--- src/rtl/dmem_arbiter_if.sv ---
// ---------------------------------------------------------------------------
// dmem_arbiter_if
// Groups the two requester ports and the data-memory port of dmem_arbiter.
//
// Signals
//   req0/req1, we0/we1, addr0/addr1, wdata0/wdata1 : requester commands
//   gnt0/gnt1   : one-cycle pulse, command captured
//   ack0/ack1   : one-cycle pulse, transaction complete
//   rdata0/rdata1 : read data, valid with ackN on a read
//   busy        : arbiter is not idle
//   mem_address, mem_write_data, mem_read, mem_write : registered memory command
//   mem_read_data : memory read port, updated on the edge that samples mem_read
//   err0/err1   : misaligned / out-of-range flag, pulsed with ackN
//                 (present only when DMEM_ARB_ALIGN_CHECK_EN is defined)
//
// Modports
//   slave  : the arbiter's view
//   master : the environment's view (requesters plus memory)
// ---------------------------------------------------------------------------
interface dmem_arbiter_if;
  logic        req0;
  logic        req1;
  logic        we0;
  logic        we1;
  logic [31:0] addr0;
  logic [31:0] addr1;
  logic [31:0] wdata0;
  logic [31:0] wdata1;
  logic        gnt0;
  logic        gnt1;
  logic        ack0;
  logic        ack1;
  logic [31:0] rdata0;
  logic [31:0] rdata1;
  logic        busy;
  logic [31:0] mem_address;
  logic [31:0] mem_write_data;
  logic        mem_read;
  logic        mem_write;
  logic [31:0] mem_read_data;
`ifdef DMEM_ARB_ALIGN_CHECK_EN
  logic        err0;
  logic        err1;
`endif

  modport slave (
    input  req0, req1, we0, we1, addr0, addr1, wdata0, wdata1, mem_read_data,
    output gnt0, gnt1, ack0, ack1, rdata0, rdata1, busy,
           mem_address, mem_write_data, mem_read, mem_write
`ifdef DMEM_ARB_ALIGN_CHECK_EN
  , output err0, err1
`endif
  );

  modport master (
    output req0, req1, we0, we1, addr0, addr1, wdata0, wdata1, mem_read_data,
    input  gnt0, gnt1, ack0, ack1, rdata0, rdata1, busy,
           mem_address, mem_write_data, mem_read, mem_write
`ifdef DMEM_ARB_ALIGN_CHECK_EN
  , input err0, err1
`endif
  );
endinterface

--- src/rtl/dmem_arbiter.sv ---
// ---------------------------------------------------------------------------
// dmem_arbiter
// Two-requester arbiter in front of a single-port data memory. Requester 0 is
// the CPU, requester 1 a DMA/debug port. One transaction is in flight at a
// time: IDLE (sample + capture) -> ISSUE (grant + memory command) ->
// RESP (capture read data) -> IDLE (ack). Simultaneous requests alternate.
//
// Parameters
//   MEM_BYTES : byte size of the attached memory (used by the range check)
//
// Ports
//   clk  : single clock, rising edge
//   rst  : asynchronous active-high reset
//   bus  : dmem_arbiter_if.slave, requester and memory signals
//
// Optional feature
//   DMEM_ARB_ALIGN_CHECK_EN : when defined, requests with addr[1:0]!=0 or
//   addr>MEM_BYTES-4 are granted and acked as usual but never reach the
//   memory, and err0/err1 pulse together with the ack.
// ---------------------------------------------------------------------------
module dmem_arbiter #(
  parameter int unsigned MEM_BYTES = 1024
) (
  input logic           clk,
  input logic           rst,
  dmem_arbiter_if.slave bus
);

  typedef enum logic [1:0] {
    IDLE  = 2'd0,
    ISSUE = 2'd1,
    RESP  = 2'd2
  } state_t;

  state_t      state_q, state_d;
  logic        win_q, win_d;
  logic        we_q, we_d;
  logic        bad_q, bad_d;
  logic        last_grant_q, last_grant_d;
  logic        gnt0_q, gnt0_d;
  logic        gnt1_q, gnt1_d;
  logic        ack0_q, ack0_d;
  logic        ack1_q, ack1_d;
  logic        mem_read_q, mem_read_d;
  logic        mem_write_q, mem_write_d;
  logic [31:0] mem_address_q, mem_address_d;
  logic [31:0] mem_write_data_q, mem_write_data_d;
  logic [31:0] rdata0_q, rdata0_d;
  logic [31:0] rdata1_q, rdata1_d;
`ifdef DMEM_ARB_ALIGN_CHECK_EN
  logic        err0_q, err0_d;
  logic        err1_q, err1_d;
`endif

  logic        pick1;
  logic        sel_we;
  logic [31:0] sel_addr;
  logic [31:0] sel_wdata;
  logic        sel_bad;

  // A memory smaller than one word, or not word-sized, cannot be addressed.
  if (MEM_BYTES < 4 || (MEM_BYTES % 4) != 0) begin : g_mem_bytes_check
    $error("dmem_arbiter: MEM_BYTES must be a non-zero multiple of 4");
  end

  // Requester 1 wins when it is alone, or on a tie when requester 0 was
  // granted last. last_grant resets to 1 so requester 0 takes the first tie.
  assign pick1     = bus.req1 & (~bus.req0 | ~last_grant_q);
  assign sel_we    = pick1 ? bus.we1    : bus.we0;
  assign sel_addr  = pick1 ? bus.addr1  : bus.addr0;
  assign sel_wdata = pick1 ? bus.wdata1 : bus.wdata0;

`ifdef DMEM_ARB_ALIGN_CHECK_EN
  localparam logic [31:0] LAST_WORD = 32'(MEM_BYTES - 4);
  assign sel_bad = (sel_addr[1:0] != 2'b00) || (sel_addr > LAST_WORD);
`else
  assign sel_bad = 1'b0;
`endif

  // Next-state and registered-output logic. Every output is a flop, so the
  // pulses for a phase are prepared in the preceding state.
  always_comb begin
    state_d          = state_q;
    win_d            = win_q;
    we_d             = we_q;
    bad_d            = bad_q;
    last_grant_d     = last_grant_q;
    mem_address_d    = mem_address_q;
    mem_write_data_d = mem_write_data_q;
    rdata0_d         = rdata0_q;
    rdata1_d         = rdata1_q;
    gnt0_d           = 1'b0;
    gnt1_d           = 1'b0;
    ack0_d           = 1'b0;
    ack1_d           = 1'b0;
    mem_read_d       = 1'b0;
    mem_write_d      = 1'b0;
`ifdef DMEM_ARB_ALIGN_CHECK_EN
    err0_d           = 1'b0;
    err1_d           = 1'b0;
`endif

    unique case (state_q)
      IDLE: begin
        if (bus.req0 | bus.req1) begin
          state_d          = ISSUE;
          win_d            = pick1;
          we_d             = sel_we;
          bad_d            = sel_bad;
          mem_address_d    = sel_addr;
          mem_write_data_d = sel_wdata;
          gnt0_d           = ~pick1;
          gnt1_d           = pick1;
          // A rejected request still gets its grant but no memory command.
          mem_read_d       = ~sel_we & ~sel_bad;
          mem_write_d      = sel_we & ~sel_bad;
        end
      end
      ISSUE: begin
        // The grant is visible this cycle, so the pointer moves now.
        state_d      = RESP;
        last_grant_d = win_q;
      end
      RESP: begin
        state_d = IDLE;
        if (!we_q && !bad_q) begin
          if (win_q) begin
            rdata1_d = bus.mem_read_data;
          end else begin
            rdata0_d = bus.mem_read_data;
          end
        end
        ack0_d = ~win_q;
        ack1_d = win_q;
`ifdef DMEM_ARB_ALIGN_CHECK_EN
        err0_d = bad_q & ~win_q;
        err1_d = bad_q & win_q;
`endif
      end
      default: begin
        state_d = IDLE;
      end
    endcase
  end

  // State and output registers; reset abandons any transaction in flight.
  always_ff @(posedge clk or posedge rst) begin
    if (rst) begin
      state_q          <= IDLE;
      win_q            <= 1'b0;
      we_q             <= 1'b0;
      bad_q            <= 1'b0;
      last_grant_q     <= 1'b1;
      gnt0_q           <= 1'b0;
      gnt1_q           <= 1'b0;
      ack0_q           <= 1'b0;
      ack1_q           <= 1'b0;
      mem_read_q       <= 1'b0;
      mem_write_q      <= 1'b0;
      mem_address_q    <= 32'h0;
      mem_write_data_q <= 32'h0;
      rdata0_q         <= 32'h0;
      rdata1_q         <= 32'h0;
`ifdef DMEM_ARB_ALIGN_CHECK_EN
      err0_q           <= 1'b0;
      err1_q           <= 1'b0;
`endif
    end else begin
      state_q          <= state_d;
      win_q            <= win_d;
      we_q             <= we_d;
      bad_q            <= bad_d;
      last_grant_q     <= last_grant_d;
      gnt0_q           <= gnt0_d;
      gnt1_q           <= gnt1_d;
      ack0_q           <= ack0_d;
      ack1_q           <= ack1_d;
      mem_read_q       <= mem_read_d;
      mem_write_q      <= mem_write_d;
      mem_address_q    <= mem_address_d;
      mem_write_data_q <= mem_write_data_d;
      rdata0_q         <= rdata0_d;
      rdata1_q         <= rdata1_d;
`ifdef DMEM_ARB_ALIGN_CHECK_EN
      err0_q           <= err0_d;
      err1_q           <= err1_d;
`endif
    end
  end

  assign bus.gnt0           = gnt0_q;
  assign bus.gnt1           = gnt1_q;
  assign bus.ack0           = ack0_q;
  assign bus.ack1           = ack1_q;
  assign bus.rdata0         = rdata0_q;
  assign bus.rdata1         = rdata1_q;
  assign bus.busy           = (state_q != IDLE);
  assign bus.mem_address    = mem_address_q;
  assign bus.mem_write_data = mem_write_data_q;
  assign bus.mem_read       = mem_read_q;
  assign bus.mem_write      = mem_write_q;
`ifdef DMEM_ARB_ALIGN_CHECK_EN
  assign bus.err0           = err0_q;
  assign bus.err1           = err1_q;
`endif

endmodule

--- src/flat_wrapper.sv ---
// flat-port wrapper written by rule: the top's interface ports become plain ports
module dmem_arbiter_flat 
#(
  parameter int unsigned MEM_BYTES = 1024
)
  (clk, rst, bus_req0, bus_req1, bus_we0, bus_we1, bus_addr0, bus_addr1, bus_wdata0, bus_wdata1, bus_mem_read_data, bus_gnt0, bus_gnt1, bus_ack0, bus_ack1, bus_rdata0, bus_rdata1, bus_busy, bus_mem_address, bus_mem_write_data, bus_mem_read, bus_mem_write);
  dmem_arbiter_if bus_i ();
  input logic clk;
  input logic rst;
  input wire logic [$bits(bus_i.req0)-1:0] bus_req0;
  input wire logic [$bits(bus_i.req1)-1:0] bus_req1;
  input wire logic [$bits(bus_i.we0)-1:0] bus_we0;
  input wire logic [$bits(bus_i.we1)-1:0] bus_we1;
  input wire logic [$bits(bus_i.addr0)-1:0] bus_addr0;
  input wire logic [$bits(bus_i.addr1)-1:0] bus_addr1;
  input wire logic [$bits(bus_i.wdata0)-1:0] bus_wdata0;
  input wire logic [$bits(bus_i.wdata1)-1:0] bus_wdata1;
  input wire logic [$bits(bus_i.mem_read_data)-1:0] bus_mem_read_data;
  output wire logic [$bits(bus_i.gnt0)-1:0] bus_gnt0;
  output wire logic [$bits(bus_i.gnt1)-1:0] bus_gnt1;
  output wire logic [$bits(bus_i.ack0)-1:0] bus_ack0;
  output wire logic [$bits(bus_i.ack1)-1:0] bus_ack1;
  output wire logic [$bits(bus_i.rdata0)-1:0] bus_rdata0;
  output wire logic [$bits(bus_i.rdata1)-1:0] bus_rdata1;
  output wire logic [$bits(bus_i.busy)-1:0] bus_busy;
  output wire logic [$bits(bus_i.mem_address)-1:0] bus_mem_address;
  output wire logic [$bits(bus_i.mem_write_data)-1:0] bus_mem_write_data;
  output wire logic [$bits(bus_i.mem_read)-1:0] bus_mem_read;
  output wire logic [$bits(bus_i.mem_write)-1:0] bus_mem_write;
  assign bus_i.req0 = bus_req0;
  assign bus_i.req1 = bus_req1;
  assign bus_i.we0 = bus_we0;
  assign bus_i.we1 = bus_we1;
  assign bus_i.addr0 = bus_addr0;
  assign bus_i.addr1 = bus_addr1;
  assign bus_i.wdata0 = bus_wdata0;
  assign bus_i.wdata1 = bus_wdata1;
  assign bus_i.mem_read_data = bus_mem_read_data;
  assign bus_gnt0 = bus_i.gnt0;
  assign bus_gnt1 = bus_i.gnt1;
  assign bus_ack0 = bus_i.ack0;
  assign bus_ack1 = bus_i.ack1;
  assign bus_rdata0 = bus_i.rdata0;
  assign bus_rdata1 = bus_i.rdata1;
  assign bus_busy = bus_i.busy;
  assign bus_mem_address = bus_i.mem_address;
  assign bus_mem_write_data = bus_i.mem_write_data;
  assign bus_mem_read = bus_i.mem_read;
  assign bus_mem_write = bus_i.mem_write;
  dmem_arbiter #(.MEM_BYTES(MEM_BYTES)) u_core (.clk(clk), .rst(rst), .bus(bus_i));
endmodule
--- config.mk ---
export PLATFORM = sky130hd
export DESIGN_NAME = dmem_arbiter_flat
export DESIGN_NICKNAME = d
export VERILOG_FILES = /design/src/rtl/dmem_arbiter_if.sv /design/src/rtl/dmem_arbiter.sv /design/src/flat_wrapper.sv
export SDC_FILE = /design/constraint.sdc
export NUM_CORES = 1
export LEC_CHECK = 0
export BUFFER_PORTS_ARGS = -buffer_cell sky130_fd_sc_hd__buf_4
export CAP_MARGIN = 15
export CORE_MARGIN = 2
export CORE_UTILIZATION = 25
export DETAILED_ROUTE_END_ITERATION = 6
export PLACE_DENSITY_LB_ADDON = 0.12
export SETUP_SLACK_MARGIN = 0.15
export SKIP_LAST_GASP = 1
export SLEW_MARGIN = 10
export SYNTH_ARGS = -nofsm -noshare
export SYNTH_HDL_FRONTEND = slang
export SYNTH_SLANG_ARGS = --single-unit
--- constraint.sdc ---
create_clock -name clk -period 4.83 [get_ports clk]
set_input_delay 0.483 -clock clk [delete_from_list [all_inputs] [get_ports clk]]
set_output_delay 0.483 -clock clk [all_outputs]
set_load 0.05 [all_outputs]
### Yosys cells after proc, flatten, opt, wreduce, memory -nomap -nowiden

Index checks and enable logic that the tools add are counted.
Widths: inputs -> output; s select.

* eq/ne operators: 3
* bitwise logic cells: 8
* multiplexer cells: 15
* reductions and logical operators: 6

Operator list (number)
* $mux 32: 2
* $mux 1: 11
* $reduce_and 3->1: 2
* $not 1->1: 5
* $pmux 2 s2: 1
* $eq 2x1->1 const B: 1
* $eq 2x2->1 const B: 1
* $logic_not 2->1: 1
* $mux 2: 1
* $ne 2x1->1 const B: 1
* $or 1x1->1: 2
* $reduce_and 2->1: 1
* $reduce_bool 2->1: 1
* $and 1x1->1: 1
* $logic_not 1->1: 1

* bits in registers: 139
* output and inout port bits: 135
* logic and storage cells: 46
* input bits: 166

### Logic depth before layout (Yosys ltp)

Gate-level depths: netlist of run 1.

* word-level depth: 7
* gate-level depth with buffers: 6
* depth with buffers taken out: 4

### Least setup slack after synthesis of run 1

Ideal clock, no wire load.

* path type: in2reg
* start point: input bus_req0
* end point: register u_core.mem_address_q[10], in the netlist u_core.bus.mem_address[10]
* data required time: 4704 ps
* data arrival time: 1516 ps
* setup time: 126 ps
* path buffers: 3
* stages: 6
* setup slack: 3189 ps
* cells stage by stage: or2_1 buf_6 and3_4 buf_6 buf_6 a221o_1

* longest elaborated chain between the ends: 4
* elaborated cells on any way between the ends: 6
* classes of those cells: mux (1); bitwise (4); reduce/logical (1)

Ends and longest elaborated chain
* start, declared: line flat_wrapper.sv:10 `input wire logic [$bits(bus_i.req0)-1:0] bus_req0;`
* $not 1->1: line dmem_arbiter.sv:68 `assign pick1 = bus.req1 & (~bus.req0 | ~last_grant_q);`
* $or 1x1->1: line dmem_arbiter.sv:68
* $and 1x1->1: line dmem_arbiter.sv:68
* $mux 32: line dmem_arbiter.sv:70 `assign sel_addr = pick1 ? bus.addr1 : bus.addr0;`
* end signal, assigned: line dmem_arbiter.sv:180 `mem_address_q <= mem_address_d;`
* end, declared: line dmem_arbiter.sv:46 `logic [31:0] mem_address_q, mem_address_d;`

Parallel ways exist; a longest one is shown, timed or not.
A chain may end at the register's enable or synchronous reset.

### Worst setup path in the final report of run 1

* start point: register u_core.state_q[1]
* end point: register u_core.rdata0_q[9], in the netlist u_core.bus.rdata0[9]

* longest elaborated chain between the ends: 2

Ends and longest elaborated chain
* start, declared: line dmem_arbiter.sv:35 `state_t state_q, state_d;`
* start signal, assigned: line dmem_arbiter.sv:169 `state_q <= state_d;`
* $eq 2x2->1: line dmem_arbiter.sv:103 `unique case (state_q)`
* $reduce_and 3->1 (no line)
* end signal, assigned: line dmem_arbiter.sv:182 `rdata0_q <= rdata0_d;`
* end, declared: line dmem_arbiter.sv:48 `logic [31:0] rdata0_q, rdata0_d;`

No other way between the ends.

==> flow_metrics.env, run 1 <==
export IMPL_cts_sinks=139
export IMPL_ctsResizeCount=0
export IMPL_final_cell_mix="buf_4 (305), dfrtp_1 (138), nand2_1 (65)"
export IMPL_crit_fanout=32
export IMPL_synthArstFlopShare=1.00
export IMPL_slew_headroom=0.310
export IMPL_tritoncts="built"
export IMPL_num_antenna_cells=0
export IMPL_crit_path_start_kind="register"
export IMPL_clock_path_buffers=2
export IMPL_htreeDepth=4
export IMPL_synthCells=456
export IMPL_numCtsBuffers=17
export IMPL_grt_pass1_vias=5071
export IMPL_yosysSeqAreaShare=0.611
export IMPL_syn_area_sq_um=5690
export IMPL_globalplace_congestion=0.771
export IMPL_grt_max_degree=100
export IMPL_fp_row_count=55
export IMPL_die_h_um=155
export IMPL_outcome="complete, no violations"
export IMPL_place_ws_ps=2440
export IMPL_clock_root_buffer="clkbuf_16"
export IMPL_p_leak_nw=4.34
export IMPL_clock_skew_ps=12.8
export IMPL_die_area_sq_um=24000
export IMPL_synthesis_nets=622
export IMPL_ios=301
export IMPL_finalMaxSlewViolations=0
export IMPL_fin_setup_tns_ps=0
export IMPL_core_region_area_sq_um=22500
export IMPL_vias=4813
export IMPL_drive_gt1_frac=0.461
export IMPL_syn_to_final_growth_pct=53.7
export IMPL_timing_final_setup_violations=0
export IMPL_worstMarginPinSlew_ps=1030
export IMPL_drt_iter0_drc=205
export IMPL_port_buffers=300
export IMPL_drc_errors=0
export IMPL_start_util=0.253
export IMPL_fin_crit_ps=2150
export IMPL_insertion_delay_ps=420
export IMPL_ys_ff_latch=139
export IMPL_vdd_drop_max_v=0.000382
export IMPL_layout_commonest_cell="buf_4"
export IMPL_synth_edf_count=0
export IMPL_grt_ovfl_total=0
export IMPL_hold_path_class="in2async"
export IMPL_viasPerCell=4.63
export IMPL_fin_nets=908
export IMPL_clkTransAtPathRegs_ps=70
export IMPL_critPathKind="reg2reg"
export IMPL_dp_hpwl_um=13000
export IMPL_worstPathCellList="nor3b_1 > nor2b_4 > mux2_1"
export IMPL_required_ps=5130
export IMPL_grt_use_total=0.150
export IMPL_slowest_stage="nor2b_4"
export IMPL_worst_setup_path_end_kind="register"
export IMPL_rsz0062_at_grt="no"
export IMPL_slowest_delay_ps=870
export IMPL_final_antenna_net_count=0
export IMPL_grt_pass1_wl_um=27900
export IMPL_ys_dominant_reg_cell="dfrtp_1"
export IMPL_post_route_period_util=0.445
export IMPL_finalHoldViolations=0
export IMPL_hold_buffers=0
export IMPL_fmax_mhz=466
export IMPL_drtPass1Iterations=6
export IMPL_arrival_ps=2440
export IMPL_finalWorstSetupSlack_ps=2680
export IMPL_wirelength_um=18200
export IMPL_antenna_found_initial=0
export IMPL_cap_violations=0
export IMPL_wire_per_inst_um=17.5
export IMPL_ys_warn_count=0
export IMPL_avgSynthCellArea_sq_um=12.5
export IMPL_powerDensity_nw_per_um2=859
export IMPL_cts_setup_buffers=0
export IMPL_die_x_um=155
export IMPL_yosysUniqueCellTypes=26
[cell type report]
cell class | instances | area, sq um
clock buffer | 17 | 425
clock inverter | 15 | 150
fill | 2227 | 13800
inverter | 3 | 16.3
multi-input combinational | 275 | 2010
sequential | 139 | 3480
tap | 285 | 357
timing repair buffer | 306 | 2320
[synth_stat cells, types with 2 or more instances]
cell type	n	area share
buf_4	6	0.0079
buf_2	15	0.013
and3_1	32	0.035
clkbuf_1	13	0.0086
nand2_1	65	0.043
a21oi_1	34	0.030
nor2b_1	3	0.0033
nor2_1	3	0.0020
a221o_1	32	0.056
dfrtp_1	138	0.61
mux2_1	64	0.13
inv_1	2	0.0013
a31oi_1	32	0.035
buf_6	5	0.0099
[state kept, by name (all words and copies together), names as in the netlist]
signal and count:
u_core.state_q 2, u_core.bus.ack0 1, u_core.bus.gnt1 1, u_core.we_q 1, u_core.bus.ack1 1, u_core.bus.mem_write 1
u_core.bus.mem_address 32, u_core.bus.gnt0 1, u_core.win_q 1, u_core.bus.mem_read 1, u_core.bus.rdata1 32, u_core.last_grant_q 1
u_core.bus.mem_write_data 32, u_core.bus.rdata0 32
[worst max-delay path, delay by kind of cell (launching register included)]
family | cells | cell delay, ps
DFF | 1 | 420
and+or+nand+nor | 2 | 1180
muxes | 1 | 400
[kinds of logic (layout without fill, tap and decap cells)]
logic type	after synthesis	in the layout	synth area share
compound gates	101	101	0.126
mux	66	66	0.130
flops	139	139	0.611
simple gates	108	108	0.0904
buf+inv	42	341	0.0415
[final timing paths]
kind | from | endpoint | slack [ps] | depth (start not counted)
min in group clk | bus_mem_read_data[7] | u_core.bus.rdata0[7] | 290 | 2
setup / recovery | u_core.state_q[1] | u_core.bus.rdata0[9] | 2680 | 3
hold reg to reg | u_core.bus.rdata1[21] | u_core.bus.rdata1[21] | 490 | 1
max in group asynchronous | rst | u_core.bus.mem_address[8] | 3390 | 3
setup reg to reg | u_core.state_q[1] | u_core.bus.rdata0[9] | 2680 | 3
hold / removal | rst | u_core.bus.mem_address[12] | 240 | 2
[power by group]
| part | switching, mW | leakage (nW) | total (mW) | internal [mW] |
|---|---|---|---|---|
| logic | 2.85 | 2.39 | 4.15 | 1.30 |
| registers | 0.342 | 1.67 | 2.09 | 1.74 |
| clock network | 0.549 | 0.281 | 1.28 | 0.727 |
| total | 3.74 | 4.34 | 7.52 | 3.77 |
[through the flow]
step / instance area (sq um) / hold slack [ps] / utilization / power, mW / instances
detailed placement: 8150 / 477 / 0.362 / 6.26 / 1007
finish: 8750 / 238 / 0.389 / 7.52 / 1040
global route: 8750 / 271 / 0.389 / 7.89 / 1040
global placement: 8150 / 468 / 0.362 / 6.21 / 1007
CTS: 8720 / 261 / 0.388 / 7.57 / 1039
floorplan: 5690 / 447 / - / 4.90 / 456
[per-layer routing]
metal  up-vias  GRT usage  part of all wire  wire, um
li1       2230          -                 -         -
met4         0     0.0608             0.023       413
met3        28     0.0529             0.087      1590
met2       233      0.230              0.46      8330
met5         -          0                 0         0
met1      2322      0.194              0.43      7840
(Power assumes the default switching activity.)
==> run 2, diff against run 1 <==
Clock period 4.83 ns to 1.81 ns, I/O delays scaled along.
==> flow_metrics.env, run 2 (synthesized netlist as in run 1, its figures left out) <==
export IMPL_grt_use_met1=0.183
export IMPL_whs_ps=23.6
export IMPL_nFillCells=2190
export IMPL_start_util=0.253
export IMPL_utilization=0.427
export IMPL_layout_commonest_cell="buf_4"
export IMPL_die_area_sq_um=24000
export IMPL_tritoncts="built"
export IMPL_core_region_area_sq_um=22500
export IMPL_finalMaxSlewViolations=0
export IMPL_fin_nets=988
export IMPL_grt_pass1_wl_um=28900
export IMPL_multi_input_area_sq_um=2020
export IMPL_wirelength_um=18500
export IMPL_die_h_um=155
export IMPL_die_x_um=155
export IMPL_timing_final_setup_violations=0
export IMPL_slew_headroom=0.661
export IMPL_grt_max_degree=54
export IMPL_arrival_ps=1850
export IMPL_grt_busiest_layer="met2"
export IMPL_vias=5065
export IMPL_met3_usage=0.0504
export IMPL_grt_use_total=0.153
export IMPL_outcome="complete, no violations"
export IMPL_dp_cells=1019
export IMPL_final_cells=1120
export IMPL_hold_path_class="in2reg"
export IMPL_num_antenna_cells=0
export IMPL_regArea_sq_um=3480
export IMPL_clock_skew_ps=11.9
export IMPL_rsz0062_at_grt="yes"
export IMPL_ios=301
export IMPL_required_ps=2100
export IMPL_grt_ovfl_total=0
export IMPL_critPathKind="reg2reg"
export IMPL_slowest_delay_ps=420
export IMPL_grt_pass1_vias=5608
export IMPL_drt_iter0_drc=147
export IMPL_wire_per_inst_um=16.5
export IMPL_drc_errors=0
export IMPL_final_cell_mix="buf_4 (312), dfrtp_1 (138), nand2_1 (65), dlygate4sd3_1 (65), mux2_1 (64)"
export IMPL_fin_setup_tns_ps=0
export IMPL_grtUsageMet2=0.258
export IMPL_antenna_found_initial=0
export IMPL_drive_gt1_frac=0.435
export IMPL_dp_hpwl_um=13000
export IMPL_powerDensity_nw_per_um2=2130
export IMPL_clkTransAtPathRegs_ps=60
export IMPL_worstPathCellList="nor2_4 > nand2_1 > buf_6 > a221o_1"
export IMPL_fin_crit_ps=1560
export IMPL_htreeDepth=4
export IMPL_globalplace_congestion=0.788
export IMPL_cts_sinks=139
export IMPL_drtPass1Iterations=4
export IMPL_worst_setup_path_end_kind="register"
export IMPL_p_leak_nw=4.71
export IMPL_fmax_mhz=640
export IMPL_viasPerCell=4.52
export IMPL_insertion_delay_ps=420
export IMPL_vdd_drop_max_v=0.000960
export IMPL_numCtsBuffers=17
export IMPL_crit_path_start_kind="register"
export IMPL_worstMarginPinSlew_ps=507
export IMPL_clock_path_buffers=2
export IMPL_post_route_period_util=0.863
export IMPL_syn_to_final_growth_pct=68.8
export IMPL_final_antenna_net_count=0
export IMPL_slowest_stage="dfrtp_1"
export IMPL_cap_violations=0
export IMPL_finalHoldViolations=0
export IMPL_clock_root_buffer="clkbuf_16"
export IMPL_port_buffers=300
export IMPL_crit_fanout=32
export IMPL_fp_row_count=55
run 2: worst max-delay path: cells and delay by family (launching register included):
kind	cells	cell delay, ps
AO/OA/AOI/OAI	1	370
AND/OR/NAND/NOR	2	380
flip-flops	1	420
buffers and inverters	1	250
run 2: worst paths after layout:
check	slack, ps	endpoint	cells past startpoint	startpoint
worst min-delay path	20	u_core.bus.mem_write_data[1]	3	bus_wdata0[1]
worst max-delay path	250	u_core.bus.mem_address[29]	4	u_core.state_q[1]
worst max register to register	250	u_core.bus.mem_address[29]	4	u_core.state_q[1]
min in group asynchronous	370	u_core.bus.rdata1[11]	3	rst
worst min register to register	490	u_core.bus.rdata0[27]	1	u_core.bus.rdata0[27]
max in group asynchronous	770	u_core.bus.rdata1[3]	4	rst
run 2: timing repair:
action,4_1_cts,5_1_grt
endpoints found under the setup margin,1,64
cloned,1,1
gates resized for setup,3,3
pin swaps,1,1
endpoints found under the hold margin,114,0
hold buffers,65,0
buffers inserted,2,0
run 2: metrics by stage:
stage	setup WS, ps	instance area [sq um]	power [mW]
floorplan	-105	5700	13.1
global placement	189	8300	16.7
detailed placement	168	8300	16.8
CTS	151	9590	20.7
global route	126	9610	21.5
finish	248	9610	20.5
run 2: power by group:
part / internal [mW] / switching (mW) / leakage, nW / total, mW
registers: 4.65 / 0.889 / 1.67 / 5.54
clock network: 1.95 / 1.48 / 0.276 / 3.43
logic: 3.83 / 7.69 / 2.76 / 11.5
run 2: final cells by class:
class,count,area share
Clock buffer,18,0.0447
Tap cell,285,0.0371
Multi-Input combinational cell,276,0.210
Timing Repair Buffer,385,0.329
Sequential cell,139,0.362
Clock inverter,14,0.0156
Inverter,3,0.00156
run 2: layer usage:
layer  vias up  wire length [um]
li1       2404                 -
met1      2432              7850
met2       207              8960
met3        22              1300
met4         0               365
met5         -                 0
